### src/rtl/seq_divider.sv
// Sequential restoring divider: unsigned WIDTH-bit dividend / divisor, one quotient bit per clock.
// start/busy/done handshake; quotient, remainder and div_by_zero are registered and held until the next result.
module seq_divider #(
  parameter int WIDTH   = 16,
  parameter int WIDTH_C = 5
) (
  input  logic             clk,
  input  logic             reset,
  input  logic             start,
  input  logic [WIDTH-1:0] dividend,
  input  logic [WIDTH-1:0] divisor,
  output logic             busy,
  output logic             done,
  output logic [WIDTH-1:0] quotient,
  output logic [WIDTH-1:0] remainder,
  output logic             div_by_zero
);

  typedef enum logic [1:0] {IDLE, CALC, DONE} state_t;

  state_t             state, state_nxt;
  logic [WIDTH-1:0]   q_reg;
  logic [WIDTH-1:0]   d_reg;
  logic [WIDTH-1:0]   r_reg;
  logic [WIDTH_C-1:0] cnt;
  logic [WIDTH-1:0]   q_step;
  logic [WIDTH-1:0]   r_step;
  logic               last_step;

  // The shifted partial remainder and trial difference are WIDTH+1 bits wide. A kept remainder
  // is always below the divisor, so the stored copy needs only WIDTH bits.
  function automatic logic [2*WIDTH-1:0] restore_step(input logic [WIDTH-1:0] r,
                                                      input logic [WIDTH-1:0] q,
                                                      input logic [WIDTH-1:0] d);
    logic [WIDTH:0] rs;
    logic [WIDTH:0] t;
    rs = {r, q[WIDTH-1]};
    t  = rs - {1'b0, d};
    if (!t[WIDTH]) restore_step = {t[WIDTH-1:0], q[WIDTH-2:0], 1'b1};
    else           restore_step = {rs[WIDTH-1:0], q[WIDTH-2:0], 1'b0};
  endfunction

  assign {r_step, q_step} = restore_step(r_reg, q_reg, d_reg);
  assign last_step = (cnt == WIDTH_C'(WIDTH - 1));
  assign busy = (state != IDLE);
  assign done = (state == DONE);

  always_ff @(posedge clk or posedge reset) begin
    if (reset) state <= IDLE;
    else       state <= state_nxt;
  end

  always_comb begin
    state_nxt = state;
    case (state)
      IDLE:    if (start) state_nxt = (divisor == '0) ? DONE : CALC;
      CALC:    if (last_step) state_nxt = DONE;
      DONE:    state_nxt = IDLE;
      default: state_nxt = IDLE;
    endcase
  end

  always_ff @(posedge clk or posedge reset) begin
    if (reset) begin
      q_reg       <= '0;
      d_reg       <= '0;
      r_reg       <= '0;
      cnt         <= '0;
      quotient    <= '0;
      remainder   <= '0;
      div_by_zero <= 1'b0;
    end else begin
      case (state)
        IDLE: if (start) begin
          q_reg <= dividend;
          d_reg <= divisor;
          r_reg <= '0;
          cnt   <= '0;
          if (divisor == '0) begin
            quotient    <= '1;
            remainder   <= dividend;
            div_by_zero <= 1'b1;
          end
        end
        CALC: begin
          q_reg <= q_step;
          r_reg <= r_step;
          cnt   <= cnt + 1'b1;
          if (last_step) begin
            quotient    <= q_step;
            remainder   <= r_step;
            div_by_zero <= 1'b0;
          end
        end
        default: ;
      endcase
    end
  end

endmodule

### config.mk
export PLATFORM = sky130hd
export DESIGN_NAME = seq_divider
export DESIGN_NICKNAME = d
export VERILOG_FILES = /design/src/rtl/seq_divider.sv
export SDC_FILE = /design/constraint.sdc
export NUM_CORES = 1
export LEC_CHECK = 0
export ABC_AREA = 1
export BUFFER_PORTS_ARGS = -buffer_cell sky130_fd_sc_hd__buf_2
export CAP_MARGIN = 20
export CORE_UTILIZATION = 53
export DETAILED_ROUTE_END_ITERATION = 8
export PLACE_DENSITY = 0.77
export SLEW_MARGIN = 20
export SYNTH_ARGS = -nofsm -noshare
export SYNTH_HDL_FRONTEND = slang
export SYNTH_SLANG_ARGS = --single-unit
### constraint.sdc
create_clock -name clk -period 2.73 [get_ports clk]
set_input_delay 0.4095 -clock clk [delete_from_list [all_inputs] [get_ports clk]]
set_output_delay 0.4095 -clock clk [all_outputs]
set_load 0.01 [all_outputs]
==> impl_results.html, run 1 <==
<table>
<tr><th>Metric</th><th>Value</th></tr>
<tr><th colspan="2">Outcome</th></tr>
<tr><td>Outcome</td><td>completed</td></tr>
<tr><th colspan="2">Place</th></tr>
<tr><td>Routability cong.</td><td>0.9317</td></tr>
<tr><td>Detailed placer's ending HPWL</td><td>8.693 mm</td></tr>
<tr><td>Port Buffers</td><td>69</td></tr>
<tr><td>Placed inst area</td><td>0.005563 sq mm</td></tr>
<tr><td>Placed Cells incl. Taps</td><td>865</td></tr>
<tr><td>Worst setup timing slack at the placement stage</td><td>351.6 ps</td></tr>
<tr><th colspan="2">Finish</th></tr>
<tr><td>Final standard cell count with taps included and fillers excluded</td><td>882</td></tr>
<tr><td>Final cell utilization of the core</td><td>0.6169</td></tr>
<tr><td>Fill cell count</td><td>865</td></tr>
<tr><td>Most common cell after layout, fill and taps aside</td><td>nand2_1</td></tr>
<tr><td>Ratio of cells with drive above 1 in the final layout</td><td>0.1580</td></tr>
<tr><td>Top library cells by usage in the layout, fill and taps aside</td><td>165 x nand2_1, 123 x inv_1, 88 x dfrtp_1</td></tr>
<tr><td>Area used by multi-input combinational logic</td><td>0.002313 sq mm</td></tr>
<tr><td>Post-layout net count</td><td>802</td></tr>
<tr><td>Register Area</td><td>~0.0022 sq mm</td></tr>
<tr><td>Finished layout cell area</td><td>0.005754 sq mm</td></tr>
<tr><td>ANT cells</td><td>0</td></tr>
<tr><td>Synth-to-layout area growth</td><td>11.63%</td></tr>
<tr><th colspan="2">Clocking</th></tr>
<tr><td>Buffer levels on the longest clock path</td><td>2</td></tr>
<tr><td>TritonCTS clock tree</td><td>done</td></tr>
<tr><td>Inserted Clock Buffers</td><td>9</td></tr>
<tr><td>Root cell of the clock tree</td><td>clkbuf_8</td></tr>
<tr><td>Number of H-tree levels</td><td>3</td></tr>
<tr><td>Post-CTS setup-driven buffer insertion count</td><td>0</td></tr>
<tr><td>Post-CTS Resized</td><td>0</td></tr>
<tr><td>Worst-path clk slew</td><td>90 ps</td></tr>
<tr><td>Worst-Skew Late Latency</td><td>370 ps</td></tr>
<tr><td>Clock tree sinks</td><td>88</td></tr>
<tr><th colspan="2">Worst setup path</th></tr>
<tr><td>Crit. End Element</td><td>register</td></tr>
<tr><td>Required @ worst endpoint</td><td>3000 ps</td></tr>
<tr><td>Worst Setup Path Type</td><td>reg2reg</td></tr>
<tr><td>Crit path max fanout</td><td>17</td></tr>
<tr><td>Data arrival time at the worst-slack endpoint</td><td>around 2700 ps</td></tr>
<tr><td>Crit path launch type</td><td>register</td></tr>
<tr><td>Depth of the worst register-to-register path</td><td>16</td></tr>
<tr><td>Reg-to-reg setup timing slack</td><td>300 ps</td></tr>
<tr><td>Endpoint of the lowest-slack register-to-register path</td><td>remainder[9]</td></tr>
<tr><td>Reg-to-reg critical path startpoint</td><td>q_reg[15]</td></tr>
<tr><th colspan="2">Die</th></tr>
<tr><td>Vertical die dimension</td><td>between 100 and 150 um</td></tr>
<tr><td>Number of placed I/O pins</td><td>70</td></tr>
<tr><td>Starting Density</td><td>0.5526</td></tr>
<tr><td>Die Footprint</td><td>around 0.010 sq mm</td></tr>
<tr><td>Die width</td><td>100.6 um</td></tr>
<tr><td>Floorplan core area</td><td>0.009328 sq mm</td></tr>
<tr><td>Number of rows created at floorplan</td><td>35</td></tr>
<tr><th colspan="2">Synthesis</th></tr>
<tr><td>Area of the mapped netlist</td><td>0.005155 sq mm</td></tr>
<tr><td>Syn avg cell area</td><td>7.514 sq um</td></tr>
<tr><td>Largest cells by area after synthesis</td><td>dfrtp_1 43%, nand2_1 12%, inv_1 9.0%</td></tr>
<tr><td>Number of instances in the synthesized netlist</td><td>686</td></tr>
<tr><td>Synthesis warning total</td><td>0</td></tr>
<tr><td>Library cells used by synthesis</td><td>32</td></tr>
<tr><td>Synthesized net count</td><td>740</td></tr>
<tr><td>Proportion of netlist area held by the largest area contributor</td><td>0.4272</td></tr>
<tr><td>Share of synthesized area occupied by flip-flops and latches</td><td>0.4272</td></tr>
<tr><td>Number of flip-flops and latches in the synthesized netlist</td><td>roughly 90</td></tr>
<tr><td>Library cell occupying the most area in the post-synthesis netlist</td><td>dfrtp_1</td></tr>
<tr><th colspan="2">Power</th></tr>
<tr><td>Power dissipated by switching net loads</td><td>3.674 mW</td></tr>
<tr><td>Internal power</td><td>3.781 mW</td></tr>
<tr><td>Switching share of power</td><td>0.4928</td></tr>
<tr><td>Final Power</td><td>7.455 mW</td></tr>
<tr><td>Proportion of power drawn by flip-flops and latches</td><td>0.302</td></tr>
<tr><td>Leakage component of the power</td><td>~3.2 nW</td></tr>
<tr><td>Proportion of power drawn by combinational gates</td><td>0.583</td></tr>
<tr><td>Worst vdd ir</td><td>around 730 uV</td></tr>
<tr><td>Power Density</td><td>1296 mW/mm^2</td></tr>
<tr><td>Part of the total power dissipated in the clock network</td><td>0.115</td></tr>
<tr><th colspan="2">Timing</th></tr>
<tr><td>Setup TNS</td><td>0 ps</td></tr>
<tr><td>Final setup slack of the worst path</td><td>~300 ps</td></tr>
<tr><td>Worst slew pin tran</td><td>482.3 ps</td></tr>
<tr><td>Unrepaired setup endpoints after global routing</td><td>no</td></tr>
<tr><td>Tmin final</td><td>between 2000 and 2500 ps</td></tr>
<tr><td>Relative slew margins</td><td>0.6785</td></tr>
<tr><td>Crit share post-route</td><td>0.8902</td></tr>
<tr><td>Worst hold slack</td><td>between 300 and 400 ps</td></tr>
<tr><td>Final Hold Violating Endpoints</td><td>0</td></tr>
<tr><td>Fmax</td><td>411.5 MHz</td></tr>
<tr><td>Count of final setup violators</td><td>0</td></tr>
<tr><td>Worst Skew</td><td>15.11 ps</td></tr>
<tr><td>Number of max-slew violations in the final report</td><td>0</td></tr>
<tr><th colspan="2">Route</th></tr>
<tr><td>Antenna viol nets, final</td><td>0</td></tr>
<tr><td>DRC marker count from the first detailed-route iteration</td><td>roughly 330</td></tr>
<tr><td>DRC</td><td>0</td></tr>
<tr><td>Routed WL per cell</td><td>13.16 um</td></tr>
<tr><td>Total length of routed wires</td><td>11.61 mm</td></tr>
<tr><td>Pre-Repair DR Iteration Count</td><td>5</td></tr>
<tr><td>Via-per-instance ratio</td><td>5.071</td></tr>
<tr><td>Vias post-DR</td><td>4,473</td></tr>
<tr><th colspan="2">Worst hold path</th></tr>
<tr><td>End point of the worst hold path</td><td>d_reg[8]</td></tr>
<tr><td>Class of the most critical hold timing path</td><td>in2reg</td></tr>
<tr><td>Critical hold path startpoint</td><td>divisor[8]</td></tr>
<tr><td>Depth of the worst hold-timing path</td><td>3</td></tr>
<tr><th colspan="2">Flow run</th></tr>
<tr><td>Number of max-cap violations</td><td>0</td></tr>
<tr><th colspan="2">Global routing</th></tr>
<tr><td>Overall routing resource usage</td><td>0.2468</td></tr>
<tr><td>Global-route wire length before repair</td><td>19.57 mm</td></tr>
<tr><td>Aggregate global routing overflow</td><td>0</td></tr>
<tr><td>Via count of the first global-routing pass</td><td>4,302</td></tr>
<tr><td>Number of antenna violations at the first check in global routing</td><td>0</td></tr>
<tr><td>Largest net degree at the start of global routing</td><td>74</td></tr>
</table>
==> timing repair <==
item | CTS | global route
setup endpoints to repair | 0 | 0
hold buffers | 1 | 0
hold endpoints to repair | 15 | 0
==> Yosys cell counts, drive strengths merged <==
| cell | instances |
|---|---|
| a21oi | 17 |
| a22o | 1 |
| a31oi | 16 |
| a32o | 1 |
| and2 | 4 |
| buf | 14 |
| clkbuf | 10 |
| dfrtp | 88 |
| fa | 1 |
| ha | 18 |
| inv | 129 |
| nand2 | 173 |
| nand3 | 82 |
| nand4 | 5 |
| nor2 | 62 |
| nor4 | 2 |
| o21ai | 27 |
| o221ai | 7 |
| o22ai | 3 |
| or2 | 18 |
| xor2 | 8 |
==> kinds of logic after synthesis <==
logic type               Yosys count  synth area share
buffers and inverters            153            0.1240
AO/OA/AOI/OAI                     72           0.08131
adder cells (fa/ha/maj)           19           0.04757
AND/OR/NAND/NOR                  346            0.3063
XOR/XNOR                           8           0.01359
flip-flops                        88            0.4272
==> worst max-delay path: stages (launching register included) <==
cell and delay (ps):
dfrtp_1 390, inv_1 90, ha_1 160, inv_1 90, fa_1 410, nand2_1 110, nand2_1 90, nand3_1 130
nand2_2 80, nand2_2 90, nand2_1 80, nand2_1 110, nand2_4 140, nand3_1 180, nand3_1 90, nand2_1 70
inv_1 40
==> layout make-up <==
type                            count  area share
Clock buffer                       10     0.02218
Clock inverter                      6    0.009350
Timing Repair Buffer               75     0.07045
Multi-Input combinational cell    445      0.4020
Tap cell                          129     0.02805
Inverter                          129     0.08524
Sequential cell                    88      0.3827
==> worst max path at each step <==
stage                   end       from  cells past startpoint  slack, ps
2_1_floorplan        cnt[0]      reset                      1         40
3_3_place_gp   remainder[9]  q_reg[15]                     15        420
3_5_place_dp   remainder[9]  q_reg[15]                     16        350
4_1_cts        remainder[9]  q_reg[15]                     16        330
5_1_grt        remainder[9]  q_reg[15]                     15        120
6_report       remainder[9]  q_reg[15]                     16        300
==> power by group through the flow <==
stage,Sequential [mW],Combinational (mW),Clock [mW]
after global placement,2.25,4.20,0
after global routing,2.31,4.96,0.924
after CTS,2.25,4.36,0.867
after detailed placement,2.28,4.33,0
final,2.25,4.35,0.856
after floorplan,2.29,3.31,0
==> routing by layer <==
metal  part of all wire  track usage  vias to the layer above
met5                  0            0                        -
met4              0.017      0.08250                        0
met3              0.037      0.03953                       20
met2               0.49       0.4125                      109
met1               0.46       0.3276                     2071
li1                   -            -                     2273
(Power assumes the default switching activity.)
==> run 2, diff against run 1 <==
Settings changed: PLACE_DENSITY 0.77 to 0.85.
==> run 2 against run 1 <==
Against the previous run:
- via count rose by 4.2%
- clock power is 25% higher
- worst setup slack got worse by 34 ps
- combinational power hardly changed
- core utilization rose by 0.39 points
- critical path type unchanged
- critical endpoint is now remainder[3]
- largest cell class unchanged
- largest power group unchanged
==> impl_results.html, run 2 (synthesized netlist as in run 1, its figures left out) <==
<table>
<tr><th>Metric</th><th>Value</th></tr>
<tr><th colspan="2">Outcome</th></tr>
<tr><td>Outcome</td><td>completed</td></tr>
<tr><th colspan="2">Timing</th></tr>
<tr><td>Crit share post-route</td><td>0.9028 (+0.01260)</td></tr>
<tr><td>Relative slew margins</td><td>0.5217 (-0.1568)</td></tr>
<tr><td>Tmin final</td><td>2465 ps (+34.41 ps)</td></tr>
<tr><td>Fmax</td><td>405.8 MHz (-1.4%)</td></tr>
<tr><td>Worst Skew</td><td>14.26 ps (-0.8529 ps)</td></tr>
<tr><td>Count of final setup violators</td><td>0 (unchanged)</td></tr>
<tr><td>Final Hold Violating Endpoints</td><td>0 (unchanged)</td></tr>
<tr><td>Worst slew pin tran</td><td>716.7 ps (+234.4 ps)</td></tr>
<tr><td>Number of max-slew violations in the final report</td><td>0 (unchanged)</td></tr>
<tr><td>Unrepaired setup endpoints after global routing</td><td>no</td></tr>
<tr><td>Setup TNS</td><td>0 ps (unchanged)</td></tr>
<tr><th colspan="2">Place</th></tr>
<tr><td>Port Buffers</td><td>69 (unchanged)</td></tr>
<tr><td>Placed inst area</td><td>0.005555 sq mm (-0.14%)</td></tr>
<tr><td>Routability cong.</td><td>0.9118 (-2.1%)</td></tr>
<tr><td>Detailed placer's ending HPWL</td><td>9.060 mm (+4.2%)</td></tr>
<tr><th colspan="2">Clocking</th></tr>
<tr><td>Number of hold buffers added after cts</td><td>0 (-1)</td></tr>
<tr><td>Post-CTS setup-driven buffer insertion count</td><td>0 (unchanged)</td></tr>
<tr><td>Clock tree sinks</td><td>88 (unchanged)</td></tr>
<tr><td>Inserted Clock Buffers</td><td>9 (unchanged)</td></tr>
<tr><td>TritonCTS clock tree</td><td>done</td></tr>
<tr><td>Number of H-tree levels</td><td>3 (unchanged)</td></tr>
<tr><td>Buffer levels on the longest clock path</td><td>2 (unchanged)</td></tr>
<tr><td>Root cell of the clock tree</td><td>clkbuf_8</td></tr>
<tr><td>Worst-path clk slew</td><td>100 ps (about the same)</td></tr>
<tr><td>Post-CTS Resized</td><td>0 (unchanged)</td></tr>
<tr><td>Worst-Skew Late Latency</td><td>380 ps (about the same)</td></tr>
<tr><th colspan="2">Power</th></tr>
<tr><td>Leakage component of the power</td><td>3.190 nW (+0.68%)</td></tr>
<tr><td>Proportion of power drawn by combinational gates</td><td>0.567 (-0.016)</td></tr>
<tr><td>Proportion of power drawn by flip-flops and latches</td><td>0.293 (-0.009)</td></tr>
<tr><td>Worst vdd ir</td><td>1020 uV (+40%)</td></tr>
<tr><td>Internal power</td><td>3.978 mW (+5.2%)</td></tr>
<tr><td>Power dissipated by switching net loads</td><td>3.720 mW (+1.3%)</td></tr>
<tr><td>Switching share of power</td><td>0.4833 (-0.009580)</td></tr>
<tr><td>Power Density</td><td>1329 mW/mm^2 (+2.6%)</td></tr>
<tr><td>Part of the total power dissipated in the clock network</td><td>0.139 (+0.024)</td></tr>
<tr><th colspan="2">Finish</th></tr>
<tr><td>ANT cells</td><td>0 (unchanged)</td></tr>
<tr><td>Top library cells by usage in the layout, fill and taps aside</td><td>165 x nand2_1, 123 x inv_1, 88 x dfrtp_1</td></tr>
<tr><td>Ratio of cells with drive above 1 in the final layout</td><td>0.1585 (+0.0004209)</td></tr>
<tr><td>Synth-to-layout area growth</td><td>12.33%</td></tr>
<tr><td>Finished layout cell area</td><td>0.005791 sq mm (+0.63%)</td></tr>
<tr><td>Post-layout net count</td><td>800 (-0.25%)</td></tr>
<tr><td>Most common cell after layout, fill and taps aside</td><td>nand2_1</td></tr>
<tr><th colspan="2">Die</th></tr>
<tr><td>Vertical die dimension</td><td>100.6 um (unchanged)</td></tr>
<tr><td>Die width</td><td>100.6 um (unchanged)</td></tr>
<tr><td>Die Footprint</td><td>0.01012 sq mm (unchanged)</td></tr>
<tr><td>Floorplan core area</td><td>0.009328 sq mm (unchanged)</td></tr>
<tr><td>Number of rows created at floorplan</td><td>35 (unchanged)</td></tr>
<tr><td>Number of placed I/O pins</td><td>70 (unchanged)</td></tr>
<tr><td>Starting Density</td><td>0.5526 (unchanged)</td></tr>
<tr><th colspan="2">Route</th></tr>
<tr><td>Pre-Repair DR Iteration Count</td><td>5 (unchanged)</td></tr>
<tr><td>Vias post-DR</td><td>4,659 (+4.2%)</td></tr>
<tr><td>Antenna viol nets, final</td><td>0 (unchanged)</td></tr>
<tr><td>Total length of routed wires</td><td>12.21 mm (+5.2%)</td></tr>
<tr><td>Via-per-instance ratio</td><td>5.294 (+4.4%)</td></tr>
<tr><td>DRC</td><td>0 (unchanged)</td></tr>
<tr><td>DRC marker count from the first detailed-route iteration</td><td>332 (-0.30%)</td></tr>
<tr><td>Routed WL per cell</td><td>13.87 um (+5.4%)</td></tr>
<tr><th colspan="2">Worst setup path</th></tr>
<tr><td>Required @ worst endpoint</td><td>3000 ps (about the same)</td></tr>
<tr><td>Crit path max fanout</td><td>17 (unchanged)</td></tr>
<tr><td>Critical Path Most Common Cell</td><td>nand2_1</td></tr>
<tr><td>Crit path launch type</td><td>register</td></tr>
<tr><td>Data arrival time at the worst-slack endpoint</td><td>2740 ps (+40 ps)</td></tr>
<tr><td>CP peak stage delay</td><td>410 ps (about the same)</td></tr>
<tr><td>Worst Setup Path Type</td><td>reg2reg</td></tr>
<tr><td>CP max-delay cell</td><td>fa_1</td></tr>
<tr><td>Crit. End Element</td><td>register</td></tr>
<tr><td>Cell chain of the critical path</td><td>inv_1 &gt; ha_1 &gt; inv_1 &gt; fa_1 &gt; nand2_1 &gt; nand2_1 &gt; nand3_1 &gt; nand2_2 &gt; nand2_2 &gt; nand2_1 &gt; nand2_1 &gt; nand2_4 &gt; nand3_1 &gt; nand3_1 &gt; nand2_1 &gt; inv_1</td></tr>
<tr><th colspan="2">Global routing</th></tr>
<tr><td>Number of antenna violations at the first check in global routing</td><td>0 (unchanged)</td></tr>
<tr><td>Largest net degree at the start of global routing</td><td>50 (-32%)</td></tr>
<tr><td>Overall routing resource usage</td><td>0.2637 (+0.01691)</td></tr>
<tr><td>Global-route wire length before repair</td><td>20.64 mm (+5.5%)</td></tr>
<tr><td>Via count of the first global-routing pass</td><td>4,434 (+3.1%)</td></tr>
<tr><td>Aggregate global routing overflow</td><td>0 (unchanged)</td></tr>
<tr><th colspan="2">Flow run</th></tr>
<tr><td>Number of max-cap violations</td><td>0 (unchanged)</td></tr>
<tr><th colspan="2">Worst hold path</th></tr>
<tr><td>Class of the most critical hold timing path</td><td>in2async</td></tr>
</table>
[run 2: changes by cell type in the layout (fill, tap and decap cells not counted), sizes merged]
cell         delta
buf             -1
bufinv          +2
clkinv          -2
clkinvlp        -1
dlygate4sd3     -1
inv             +1
[run 2: final cells by class]
class,instances,area [sq um]
Clock buffer,10,137.6
Fill cell,823,3537
Timing Repair Buffer,73,387.9
Clock inverter,6,97.59
Sequential cell,88,2202
Multi-Input combinational cell,445,2313
Tap cell,129,161.4
Inverter,129,490.5
[run 2: final timing paths]
path,startpoint,endpoint,slack [ps],cells past startpoint
setup / recovery,q_reg[15],remainder[3],270,16
hold / removal,reset,quotient[1],120,2
setup reg to reg,q_reg[15],remainder[3],270,16
hold reg to reg,d_reg[1],d_reg[1],490,2
max in group asynchronous,reset,remainder[15],1910,3
min in group clk,divisor[15],d_reg[15],300,3
[run 2: power groups by stage]
stage	combinational (mW)	sequential [mW]	clock (mW)
floorplan	3.31	2.29	0
global placement	4.16	2.26	0
detailed placement	4.31	2.28	0
CTS	4.35	2.26	1.08
global route	4.98	2.32	1.14
finish	4.37	2.26	1.07
[run 2: layer usage]
metal,up-vias,global-route usage,part of all wire
li1,2279,-,-
met1,2172,0.3444,0.42
met2,172,0.4352,0.49
met3,36,0.04924,0.064
met4,0,0.1048,0.030
met5,-,0,0
[run 2: per-stage QoR]
stage | power, mW | setup slack, ps | hold WS (ps) | cells | util
after floorplan | 5.596 | 41.95 | 453.0 | 686 | -
after global placement | 6.424 | 461.1 | 469.2 | 864 | 0.5956
after detailed placement | 6.593 | 341.7 | 473.6 | 864 | 0.5956
after CTS | 7.693 | 284.5 | 145.1 | 880 | 0.6208
after global routing | 8.428 | 29.21 | 188.6 | 880 | 0.6208
final | 7.699 | 265.5 | 122.8 | 880 | 0.6208
[run 2: critical path, delay by kind of cell (launching register included)]
family / cells / cell delay [ps]
buffers and inverters: 3 / 240
adder cells (fa/ha/maj): 2 / 570
AND/OR/NAND/NOR: 11 / 1140
flip-flops: 1 / 400
==> run 3, diff against run 2 <==
Settings changed: CORE_UTILIZATION 53 to 45, PLACE_DENSITY 0.85 to 0.75.
==> run 3 against run 2 <==
Against the previous run:
- non-clock buffer count increased by 2
- flip-flop and latch count unchanged
- clock power grew 20%
- worst setup slack better by 180 ps
- first-iteration DRC count fell by 25%
- critical path type unchanged
- routed wire length down 0.91%
- final cell count increased by 1.5%
- power rose by 2.5%
- count of clock-buffer cells in the layout stayed put
- die area grew 17%
- global-route usage shrank 4.2 points
- register-to-register slack gained 180 ps
- largest power group unchanged
==> impl_results.html, run 3 (synthesized netlist as in run 1, its figures left out) <==
<table>
<tr><th>Metric</th><th>Value</th></tr>
<tr><th colspan="2">Clocking</th></tr>
<tr><td>Number of hold buffers added after cts</td><td>0 (unchanged)</td></tr>
<tr><td>Buffer levels on the longest clock path</td><td>2 (unchanged)</td></tr>
<tr><td>Root cell of the clock tree</td><td>clkbuf_16</td></tr>
<tr><td>Worst-path clk slew</td><td>60 ps (-40 ps)</td></tr>
<tr><td>Post-CTS Resized</td><td>0 (unchanged)</td></tr>
<tr><td>TritonCTS clock tree</td><td>done</td></tr>
<tr><td>Number of H-tree levels</td><td>3 (unchanged)</td></tr>
<tr><td>Inserted Clock Buffers</td><td>9 (unchanged)</td></tr>
<tr><td>Worst-Skew Late Latency</td><td>340 ps (-40 ps)</td></tr>
<tr><td>Post-CTS setup-driven buffer insertion count</td><td>0 (unchanged)</td></tr>
<tr><td>Clock tree sinks</td><td>88 (unchanged)</td></tr>
<tr><th colspan="2">Place</th></tr>
<tr><td>Worst setup timing slack at the placement stage</td><td>422.7 ps (+80.99 ps)</td></tr>
<tr><td>Placed inst area</td><td>0.005584 sq mm (+0.52%)</td></tr>
<tr><td>Routability cong.</td><td>0.9564 (+4.9%)</td></tr>
<tr><td>Detailed placer's ending HPWL</td><td>8.948 mm (-1.2%)</td></tr>
<tr><td>Port Buffers</td><td>69 (unchanged)</td></tr>
<tr><td>Placed Cells incl. Taps</td><td>877 (+1.5%)</td></tr>
<tr><th colspan="2">Timing</th></tr>
<tr><td>Relative slew margins</td><td>0.6073 (+0.08567)</td></tr>
<tr><td>Count of final setup violators</td><td>0 (unchanged)</td></tr>
<tr><td>Worst Skew</td><td>5.769 ps (-8.487 ps)</td></tr>
<tr><td>Final setup slack of the worst path</td><td>443.0 ps (+177.5 ps)</td></tr>
<tr><td>Worst hold slack</td><td>102.5 ps (-20.26 ps)</td></tr>
<tr><td>Tmin final</td><td>2287 ps (-177.5 ps)</td></tr>
<tr><td>Unrepaired setup endpoints after global routing</td><td>no</td></tr>
<tr><td>Final Hold Violating Endpoints</td><td>0 (unchanged)</td></tr>
<tr><td>Worst slew pin tran</td><td>588.3 ps (-128.4 ps)</td></tr>
<tr><td>Crit share post-route</td><td>0.8377 (-0.06503)</td></tr>
<tr><td>Setup TNS</td><td>0 ps (unchanged)</td></tr>
<tr><td>Fmax</td><td>437.3 MHz (+7.8%)</td></tr>
<tr><td>Number of max-slew violations in the final report</td><td>0 (unchanged)</td></tr>
<tr><th colspan="2">Worst setup path</th></tr>
<tr><td>Crit. End Element</td><td>register</td></tr>
<tr><td>Endpoint of the lowest-slack register-to-register path</td><td>remainder[9]</td></tr>
<tr><td>Worst Setup Path Type</td><td>reg2reg</td></tr>
<tr><td>Crit path launch type</td><td>register</td></tr>
<tr><td>Reg-to-reg setup timing slack</td><td>440 ps (+180 ps)</td></tr>
<tr><td>Critical Path Most Common Cell</td><td>nand2_1</td></tr>
<tr><td>Depth of the worst register-to-register path</td><td>16 (unchanged)</td></tr>
<tr><td>CP peak stage delay</td><td>410 ps (about the same)</td></tr>
<tr><td>Data arrival time at the worst-slack endpoint</td><td>2530 ps (-210 ps)</td></tr>
<tr><td>Required @ worst endpoint</td><td>2970 ps (-30 ps)</td></tr>
<tr><td>CP max-delay cell</td><td>fa_1</td></tr>
<tr><td>Cell chain of the critical path</td><td>inv_1 &gt; ha_1 &gt; inv_1 &gt; fa_1 &gt; nand2_1 &gt; nand2_1 &gt; nand3_1 &gt; nand2_2 &gt; nand2_2 &gt; nand2_1 &gt; nand2_1 &gt; nand2_4 &gt; nand3_1 &gt; nand3_1 &gt; nand2_1 &gt; inv_1</td></tr>
<tr><td>Reg-to-reg critical path startpoint</td><td>q_reg[15]</td></tr>
<tr><td>Crit path max fanout</td><td>17 (unchanged)</td></tr>
<tr><th colspan="2">Worst hold path</th></tr>
<tr><td>Class of the most critical hold timing path</td><td>in2async</td></tr>
<tr><th colspan="2">Power</th></tr>
<tr><td>Final Power</td><td>7.891 mW (+2.5%)</td></tr>
<tr><td>Leakage component of the power</td><td>3.229 nW (+1.2%)</td></tr>
<tr><td>Worst vdd ir</td><td>646.5 uV (-37%)</td></tr>
<tr><td>Power Density</td><td>1338 mW/mm^2 (+0.66%)</td></tr>
<tr><th colspan="2">Route</th></tr>
<tr><td>Antenna viol nets, final</td><td>0 (unchanged)</td></tr>
<tr><td>Routed WL per cell</td><td>13.54 um (-2.4%)</td></tr>
<tr><td>DRC marker count from the first detailed-route iteration</td><td>249 (-25%)</td></tr>
<tr><td>Total length of routed wires</td><td>12.09 mm (-0.91%)</td></tr>
<tr><td>Vias post-DR</td><td>4,477 (-3.9%)</td></tr>
<tr><td>Via-per-instance ratio</td><td>5.013 (-5.3%)</td></tr>
<tr><td>Pre-Repair DR Iteration Count</td><td>5 (unchanged)</td></tr>
<tr><td>DRC</td><td>0 (unchanged)</td></tr>
<tr><th colspan="2">Die</th></tr>
<tr><td>Floorplan core area</td><td>0.01098 sq mm (+18%)</td></tr>
<tr><td>Number of rows created at floorplan</td><td>38 (+8.6%)</td></tr>
<tr><td>Number of placed I/O pins</td><td>70 (unchanged)</td></tr>
<tr><td>Starting Density</td><td>0.4694 (-0.08329)</td></tr>
<tr><td>Die width</td><td>109.0 um (+8.4%)</td></tr>
<tr><td>Vertical die dimension</td><td>109.0 um (+8.4%)</td></tr>
<tr><td>Die Footprint</td><td>0.01189 sq mm (+17%)</td></tr>
<tr><th colspan="2">Finish</th></tr>
<tr><td>ANT cells</td><td>0 (unchanged)</td></tr>
<tr><td>Top library cells by usage in the layout, fill and taps aside</td><td>165 x nand2_1, 123 x inv_1, 88 x dfrtp_1</td></tr>
<tr><td>Final standard cell count with taps included and fillers excluded</td><td>893 (+1.5%)</td></tr>
<tr><td>Ratio of cells with drive above 1 in the final layout</td><td>0.1607 (+0.002235)</td></tr>
<tr><td>Post-layout net count</td><td>802 (+0.25%)</td></tr>
<tr><td>Synth-to-layout area growth</td><td>14.39%</td></tr>
<tr><td>Most common cell after layout, fill and taps aside</td><td>nand2_1</td></tr>
<tr><td>Finished layout cell area</td><td>0.005897 sq mm (+1.8%)</td></tr>
<tr><td>Final cell utilization of the core</td><td>0.5369 (-0.08388)</td></tr>
<tr><th colspan="2">Global routing</th></tr>
<tr><td>Largest net degree at the start of global routing</td><td>56 (+12%)</td></tr>
<tr><td>Global-route wire length before repair</td><td>20.11 mm (-2.6%)</td></tr>
<tr><td>Number of antenna violations at the first check in global routing</td><td>0 (unchanged)</td></tr>
<tr><td>Via count of the first global-routing pass</td><td>4,157 (-6.2%)</td></tr>
<tr><td>Overall routing resource usage</td><td>0.2219 (-0.04183)</td></tr>
<tr><td>Aggregate global routing overflow</td><td>0 (unchanged)</td></tr>
<tr><th colspan="2">Outcome</th></tr>
<tr><td>Outcome</td><td>completed</td></tr>
<tr><th colspan="2">Flow run</th></tr>
<tr><td>Number of max-cap violations</td><td>0 (unchanged)</td></tr>
</table>
[run 3: cell count changes in the layout (fill, tap and decap cells not counted), sizes merged]
cell | previous run | this run
clkinvlp | 0 | 2
clkinv | 2 | 1
bufinv | 2 | 1
buf | 73 | 75
[run 3: power by group]
part,internal (mW),switching (mW)
sequential,1.92,0.356
clock,0.747,0.536
combinational,1.52,2.81
total,4.19,3.70
[run 3: worst max path at each step]
| stage | cells after the start | from | endpoint | slack (ps) |
|---|---|---|---|---|
| 6_report | 16 | q_reg[15] | remainder[9] | 440 |
| 5_1_grt | 15 | q_reg[15] | remainder[12] | 250 |
| 4_1_cts | 16 | q_reg[15] | remainder[9] | 440 |
| 3_5_place_dp | 8 | divisor[8] | quotient[1] | 420 |
| 3_3_place_gp | 8 | divisor[8] | quotient[1] | 510 |
| 2_1_floorplan | 1 | reset | cnt[0] | 40 |
[run 3: per-layer routing]
layer / global-route usage / vias to the layer above / part of all wire
met4: 0.07143 / 0 / 0.018
met3: 0.04005 / 21 / 0.054
met1: 0.3008 / 2034 / 0.46
met5: 0 / - / 0
met2: 0.3585 / 139 / 0.47
li1: - / 2283 / -
[run 3: area by class of cell]
cell class	count	area, sq um
Clock buffer	10	239.0
Clock inverter	6	73.82
Fill cell	1071	5086
Inverter	129	490.5
Multi-Input combinational cell	445	2313
Sequential cell	88	2202
Tap cell	140	175.2
Timing Repair Buffer	75	402.9
[run 3: worst max-delay path: cells and delay by family (launching register included)]
family                   cells  cell delay (ps)
adder cells (fa/ha/maj)      2              550
flip-flops                   1              370
AND/OR/NAND/NOR             11             1090
buffers and inverters        3              180
